`config.mk`:
```
export PLATFORM = sky130hd
export DESIGN_NAME = scan_datamux
export DESIGN_NICKNAME = d
export VERILOG_FILES = /design/src/rtl/scan_datamux.sv
export SDC_FILE = /design/constraint.sdc
export NUM_CORES = 1
export LEC_CHECK = 0
export CAP_MARGIN = 10
export CORE_ASPECT_RATIO = 1.1
export CORE_UTILIZATION = 45
export CTS_CLUSTER_DIAMETER = 150
export DETAILED_ROUTE_END_ITERATION = 8
export PLACE_DENSITY = 0.74
export SLEW_MARGIN = 0
export SYNTH_ARGS = -nofsm -noshare
export SYNTH_HDL_FRONTEND = slang
export SYNTH_SLANG_ARGS = --single-unit
```
`constraint.sdc`:
```
create_clock -name clk -period 2.7 [get_ports clk]
set_input_delay 0.54 -clock clk [delete_from_list [all_inputs] [get_ports clk]]
set_output_delay 0.54 -clock clk [all_outputs]
set_load 0.05 [all_outputs]
```
`src/rtl/scan_datamux.sv`:
```
// Registered N-channel data selector: direct mode streams din[sel]; scan mode
// walks the enabled channels of a latched mask in ascending order, then pulses done.
module scan_datamux #(
    parameter int WIDTH    = 4,
    parameter int CHANNELS = 8,
    parameter int SEL_W    = 3
) (
    input  logic                      clk,
    input  logic                      rst,
    input  logic [CHANNELS*WIDTH-1:0] din,
    input  logic                      mode,
    input  logic [SEL_W-1:0]          sel,
    input  logic [CHANNELS-1:0]       en_mask,
    input  logic                      start,
    output logic [WIDTH-1:0]          out_data,
    output logic [SEL_W-1:0]          out_idx,
    output logic                      out_valid,
    input  logic                      out_ready,
    output logic                      busy,
    output logic                      done
);

    typedef enum logic [1:0] {IDLE, SCAN, LAST} state_t;

    state_t              state;
    logic [CHANNELS-1:0] mask;
    logic [SEL_W-1:0]    ptr;
    logic                load_ok;
    logic                xfer;
    logic [SEL_W:0]      first_hit;
    logic [SEL_W:0]      next_first;
    logic [SEL_W:0]      next_ptr;

    // Out-of-range indices select nothing and return zero.
    function automatic logic [WIDTH-1:0] chan(input logic [CHANNELS*WIDTH-1:0] bus,
                                              input logic [SEL_W-1:0] idx);
        logic [WIDTH-1:0] res;
        res = '0;
        for (int unsigned i = 0; i < CHANNELS; i++) begin
            if (idx == SEL_W'(i)) res = bus[i*WIDTH +: WIDTH];
        end
        return res;
    endfunction

    // Returns {found, index} of the lowest set bit strictly above 'from' (or anywhere if any_pos).
    function automatic logic [SEL_W:0] lowest_above(input logic [CHANNELS-1:0] m,
                                                    input logic [SEL_W-1:0] from,
                                                    input logic any_pos);
        logic [SEL_W:0] res;
        logic           found;
        res   = '0;
        found = 1'b0;
        for (int unsigned i = 0; i < CHANNELS; i++) begin
            if (!found && m[i] && (any_pos || SEL_W'(i) > from)) begin
                found = 1'b1;
                res   = {1'b1, SEL_W'(i)};
            end
        end
        return res;
    endfunction

    assign first_hit  = lowest_above(en_mask, '0, 1'b1);
    assign next_first = lowest_above(en_mask, first_hit[SEL_W-1:0], 1'b0);
    assign next_ptr   = lowest_above(mask, ptr, 1'b0);

    always_comb begin
        load_ok = !out_valid || out_ready;
        xfer    = out_valid && out_ready;
        busy    = (state != IDLE);
    end

    always_ff @(posedge clk) begin
        if (rst) begin
            state     <= IDLE;
            mask      <= '0;
            ptr       <= '0;
            out_data  <= '0;
            out_idx   <= '0;
            out_valid <= 1'b0;
            done      <= 1'b0;
        end else begin
            done <= 1'b0;
            unique case (state)
                IDLE: begin
                    if (!mode) begin
                        if (load_ok) begin
                            out_data  <= chan(din, sel);
                            out_idx   <= sel;
                            out_valid <= 1'b1;
                        end
                    end else begin
                        if (xfer) out_valid <= 1'b0;
                        if (start && load_ok) begin
                            if (!first_hit[SEL_W]) begin
                                done <= 1'b1;
                            end else begin
                                mask      <= en_mask;
                                out_data  <= chan(din, first_hit[SEL_W-1:0]);
                                out_idx   <= first_hit[SEL_W-1:0];
                                out_valid <= 1'b1;
                                ptr       <= next_first[SEL_W-1:0];
                                state     <= next_first[SEL_W] ? SCAN : LAST;
                            end
                        end
                    end
                end
                SCAN: begin
                    if (load_ok) begin
                        out_data  <= chan(din, ptr);
                        out_idx   <= ptr;
                        out_valid <= 1'b1;
                        if (next_ptr[SEL_W]) ptr <= next_ptr[SEL_W-1:0];
                        else state <= LAST;
                    end
                end
                LAST: begin
                    if (xfer) begin
                        out_valid <= 1'b0;
                        done      <= 1'b1;
                        state     <= IDLE;
                    end
                end
                default: state <= IDLE;
            endcase
        end
    end

endmodule

```
Yosys cells after proc, flatten, opt, wreduce, memory -nomap -nowiden --
Cells that the tools add are included.
Word-level totals: bits in latches 0, memories kept 0, output and inout bits 10, bits in registers 22, input port bits 48, memory bits (writable) 0, word-level logic and storage cells 235, ROM bits 0
Operators by class: reductions and logical operators 73, eq/ne operators 33, multiply operators 0, shift-type cells 0, mux-type cells 106, bitwise logic cells 0, order comparisons 16, $add $sub $neg 0, div/mod/pow operators 0
Operators with widths (number):
- $mux 4 | 53
- $logic_and 1x1->1 | 39
- $eq 3x3->1 const B | 12
- $mux 1 | 30
- $mux 3 | 10
- $gt 3x3->1 const A | 8
- $logic_not 1->1 | 22
- $eq 3x2->1 const B | 6
- $mux 2 | 7
- $ne 2x2->1 const B | 7
- $gt 1x3->1 const A | 4
- $gt 2x3->1 const A | 4
- $pmux 3 s2 | 2
- $reduce_and 6->1 | 2
- $eq 3x1->1 const B | 3
- $logic_not 3->1 | 3
- $ne 3x3->1 const B | 3
- $pmux 4 s2 | 1
- $pmux 2 s3 | 1
- $reduce_and 5->1 | 1
- $reduce_and 4->1 | 1
- $reduce_bool 2->1 | 2
- $pmux 1 s3 | 1
- $reduce_bool 3->1 | 1
- 5 further kinds | 5

Logic depth before layout (Yosys ltp) --
word-level depth 58, gate-level depth with buffers 9, mapped depth without buffers 7

Worst setup path after synthesis --
Ideal clock, no wire load.
path kind register to register, from register state[0], to register ptr[0], path buffers 1, arrival time 2.182 ns, library setup time 0.096 ns, required time 2.604 ns, cell stages (with the launch flop) 9, clock period less this slack 2.278 ns, slack 0.422 ns, path through dfxtp_1 inv_1 ha_1 inv_2 or3_4 buf_6 a2bb2oi_2 or3_4 o41ai_2
On the way: cells in the longest elaborated chain, start to end 3, elaborated cells on any way between the ends 10, classes of those cells eq/ne (6); mux (1); reduce/logical (3)
RTL lines:
- start: declaration | RTL line 25 | state_t state;
- start signal: assignment | RTL line 102 | state <= next_first[SEL_W] ? SCAN : LAST;
- $eq 2x1->1 or $logic_not 2->1 (tied branches) | RTL line 83 | unique case (state)
- $ne 2x2->1 (no source line) or $reduce_bool 2->1 (tied branches)
- $reduce_and 6->1 (no source line)
- end signal: assignment | RTL line 101 | ptr <= next_first[SEL_W-1:0];
- end signal: assignment | RTL line 112 | if (next_ptr[SEL_W]) ptr <= next_ptr[SEL_W-1:0];
- end: declaration | RTL line 27 | logic [SEL_W-1:0] ptr;
Parallel ways exist; a longest one is shown, timed or not. A chain may end at the register's enable or synchronous reset.

Final worst setup path --
from register state[0], to output port busy
On the way: cells in the longest elaborated chain, start to end 1
RTL lines:
- $reduce_bool 2->1 | RTL line 69 | busy = (state != IDLE);
- end: declaration | RTL line 19 | output logic busy,
No other way between the ends.

==> impl_metrics.toml <==
[clock_network]
post_cts_resized = 0
clock_sinks = 21
htreeDepth = 1
clk_latency_ns = 0.27
root_buffer = "clkbuf_8"
post_cts_buffers = 0
hold_buffers = 0
cts_buffer_depth = 2
cts_made_buffers = 3
cts_tree = "built"
cts.clk_slew.worst_paths_ns = 0.08

[yosys]
synth.area.top_cells = "dfxtp_1 (17%), mux4_2 (7.3%), nand2_1 (5.6%), a21oi_1 (5.4%), mux2i_1 (3.6%)"
synth_top_area_cell = "dfxtp_1"
synth_area_sq_um = 2484
synthTopCellsByCount = "nand2_1 (37), a21oi_1 (27), dfxtp_1 (21)"
ys_warn_count = 0
synth_most_common_cell = "nand2_1"
synthArstFlopShare_pct = 0
syn-mean-instance-area_sq_um = 7.595
netlist.area_leader.share_pct = 16.93
ys_ff_latch = 21
synth_edf_count = 0
ys_types = 72
synthFlopType = "dfxtp_1"
ys_seq_area_share_pct = 16.93
netlist_instances = 327
synth.net_count = 379

[pwr]
irDropWorstVdd_v = 0.0007639
p_leak_nw = 1.205
p_per_area_nw_per_um2 = 694.5

[routing]
ant_nets = 0
routed_via_density = 6.281
vias = 2902
top_layer = "met4"
route.met2.wl_mm = 4.140
drt_iter0_drc = 193
routedLengthMet1_mm = 3.446
routedWlPerCell_um = 18.04
routed_wl_mm = 8.334
met3_length_um = 558
remaining_drc_errors = 0
drt-pass1-iter-count = 9

[critical_path]
critPathBufInv = 3
cp.arrival_ns = 1.98
r2r-start = "state[0]"
cpMaxStageDelayCell = "clkdlybuf4s50_1"
regToRegSetupSlack_ns = 0.48
cpPeakStageDelay_ns = 0.82
cpLargestDelayFamily = "buffers and inverters"
crit_type = "reg -> out"
r2r-end = "ptr[1]"
end_kind = "primary output"
cp_data_required_time_ns = 2.16
critPathLaunch = "state[0]"
crit_path_max_fanout = 7
startpoint_type = "flop"
r2r_cells = 7
crit_chain = "inv_1 > ha_1 > inv_2 > clkdlybuf4s50_1"

[timing]
final_max_slew_viol_count = 0
fmax_mhz = 396.8
finalCritPeriodShare_pct = 93.33
rsz0062_at_grt = "no"
slew_headroom_pct = 66.62
worst_slack_ns = 0.1800
timing_hold_violations_final = 0
setup_viol = 0
final.setup_skew_ns = 0.001927
setup-tns-final_ns = 0
fin_crit_ns = 2.520
worst_pin_slew_ns = 0.4880

[floorplan]
die_h_um = 79.92
core_sq_um = 5360
start_util_pct = 46.34
fp-row-count = 28
die-area_sq_um = 5821
die_x_um = 72.84
ioPinCount = 58

[global_routing]
grt_start_max_net_pins = 19
grt_use_total_pct = 29.27
grt_pass1_vias = 2730
grt_pass1_wl_mm = 13.10
antenna_found_initial = 0
grt_overflow_total = 0

[run_status]
status = "finished clean"

[layout]
drive_gt1_share_pct = 14.99
num_antenna_cells = 0
syn_to_final_growth_pct = 31.74
finish.net_count = 440

[min_path]
hold_end = "out_idx[2]"
whs_path_depth = 2
hp-start = "out_idx[2]"
hp-class = "reg -> reg"

[placement]
place_hpwl_mm = 6.415
io_buffers = 57
gp_congestion = 0.8926
preCtsSetupSlack_ns = 0.05056

[run]
cap_violations = 0
[power breakdown]
| part | internal [mW] | switching, mW |
|---|---|---|
| clock | 0.103 | 0.114 |
| combinational | 0.639 | 0.926 |
| sequential | 0.404 | 0.0857 |
| total | 1.15 | 1.13 |
[per-layer routing]
layer  global-route usage, %  vias to the layer above
li1                        -                     1391
met1                   35.51                     1359
met2                   52.90                      137
met3                   2.652                       15
met4                   10.78                        0
met5                       0                        -
[worst reg2reg max path, delay by kind of cell, from the launching register on]
kind | cells | cell delay, ns
AO/OA/AOI/OAI | 2 | 0.47
adder cells (fa/ha/maj) | 1 | 0.29
buffers and inverters | 2 | 0.20
flip-flops | 1 | 0.35
AND/OR/NAND/NOR | 2 | 0.83
[worst max path at each step]
stage                         to  slack (ns)  depth (start not counted)
final                       busy        0.18                          4
after global routing        busy        0.09                          4
after CTS                   busy        0.19                          4
after floorplan           ptr[0]        0.42                          8
after detailed placement  ptr[2]        0.05                          6
after global placement    ptr[2]        0.05                          6
[logic make-up (layout without fill, tap and decap cells)]
group / count (synthesis) / count (layout) / synth area share (%)
compound gates: 131 / 131 / 37.68
mux: 23 / 23 / 13.60
xor+xnor: 2 / 2 / 0.7054
simple gates: 104 / 104 / 21.91
fa+ha+maj: 4 / 4 / 2.015
buf+inv: 42 / 102 / 7.153
flops: 21 / 21 / 16.93
[state kept, by name, summed over array words and instances, names as in the netlist]
register	count
out_data	4
mask	7
ptr	3
out_idx	3
out_valid	1
state	2
done	1
[layout by cell type, fill, tap and decap left out, types with 9 or more instances in the layout]
cell type,synthesis,layout
inv_1,10,10
buf_4,2,27
o21ai_0,16,16
clkdlybuf4s50_1,0,57
nand2_1,37,37
mux2i_1,9,9
a21oi_1,27,27
nor2_1,17,17
o21ai_1,9,9
dfxtp_1,21,21
[area by class of cell]
cell class / count / area (sq um)
well taps: 75 / 93.84
multi-input cells: 264 / 1886
inverters: 14 / 52.55
flip-flops and latches: 21 / 420.4
clock inverters: 1 / 5.005
clock buffers: 3 / 41.29
fillers: 503 / 2088
repair buffers: 84 / 773.2
[stage by stage]
stage | hold WS (ns) | total power [mW] | area, sq um | std cells | utilization [%]
floorplan | 0.4542 | 1.571 | 2484 | 327 | -
global placement | 0.4524 | 2.022 | 3226 | 458 | 60.18
detailed placement | 0.4624 | 2.043 | 3226 | 458 | 60.18
CTS | 0.4738 | 2.258 | 3272 | 462 | 61.04
finish | 0.4714 | 2.272 | 3272 | 462 | 61.04
global route | 0.4926 | 2.419 | 3272 | 462 | 61.04
(Power assumes the default switching activity.)
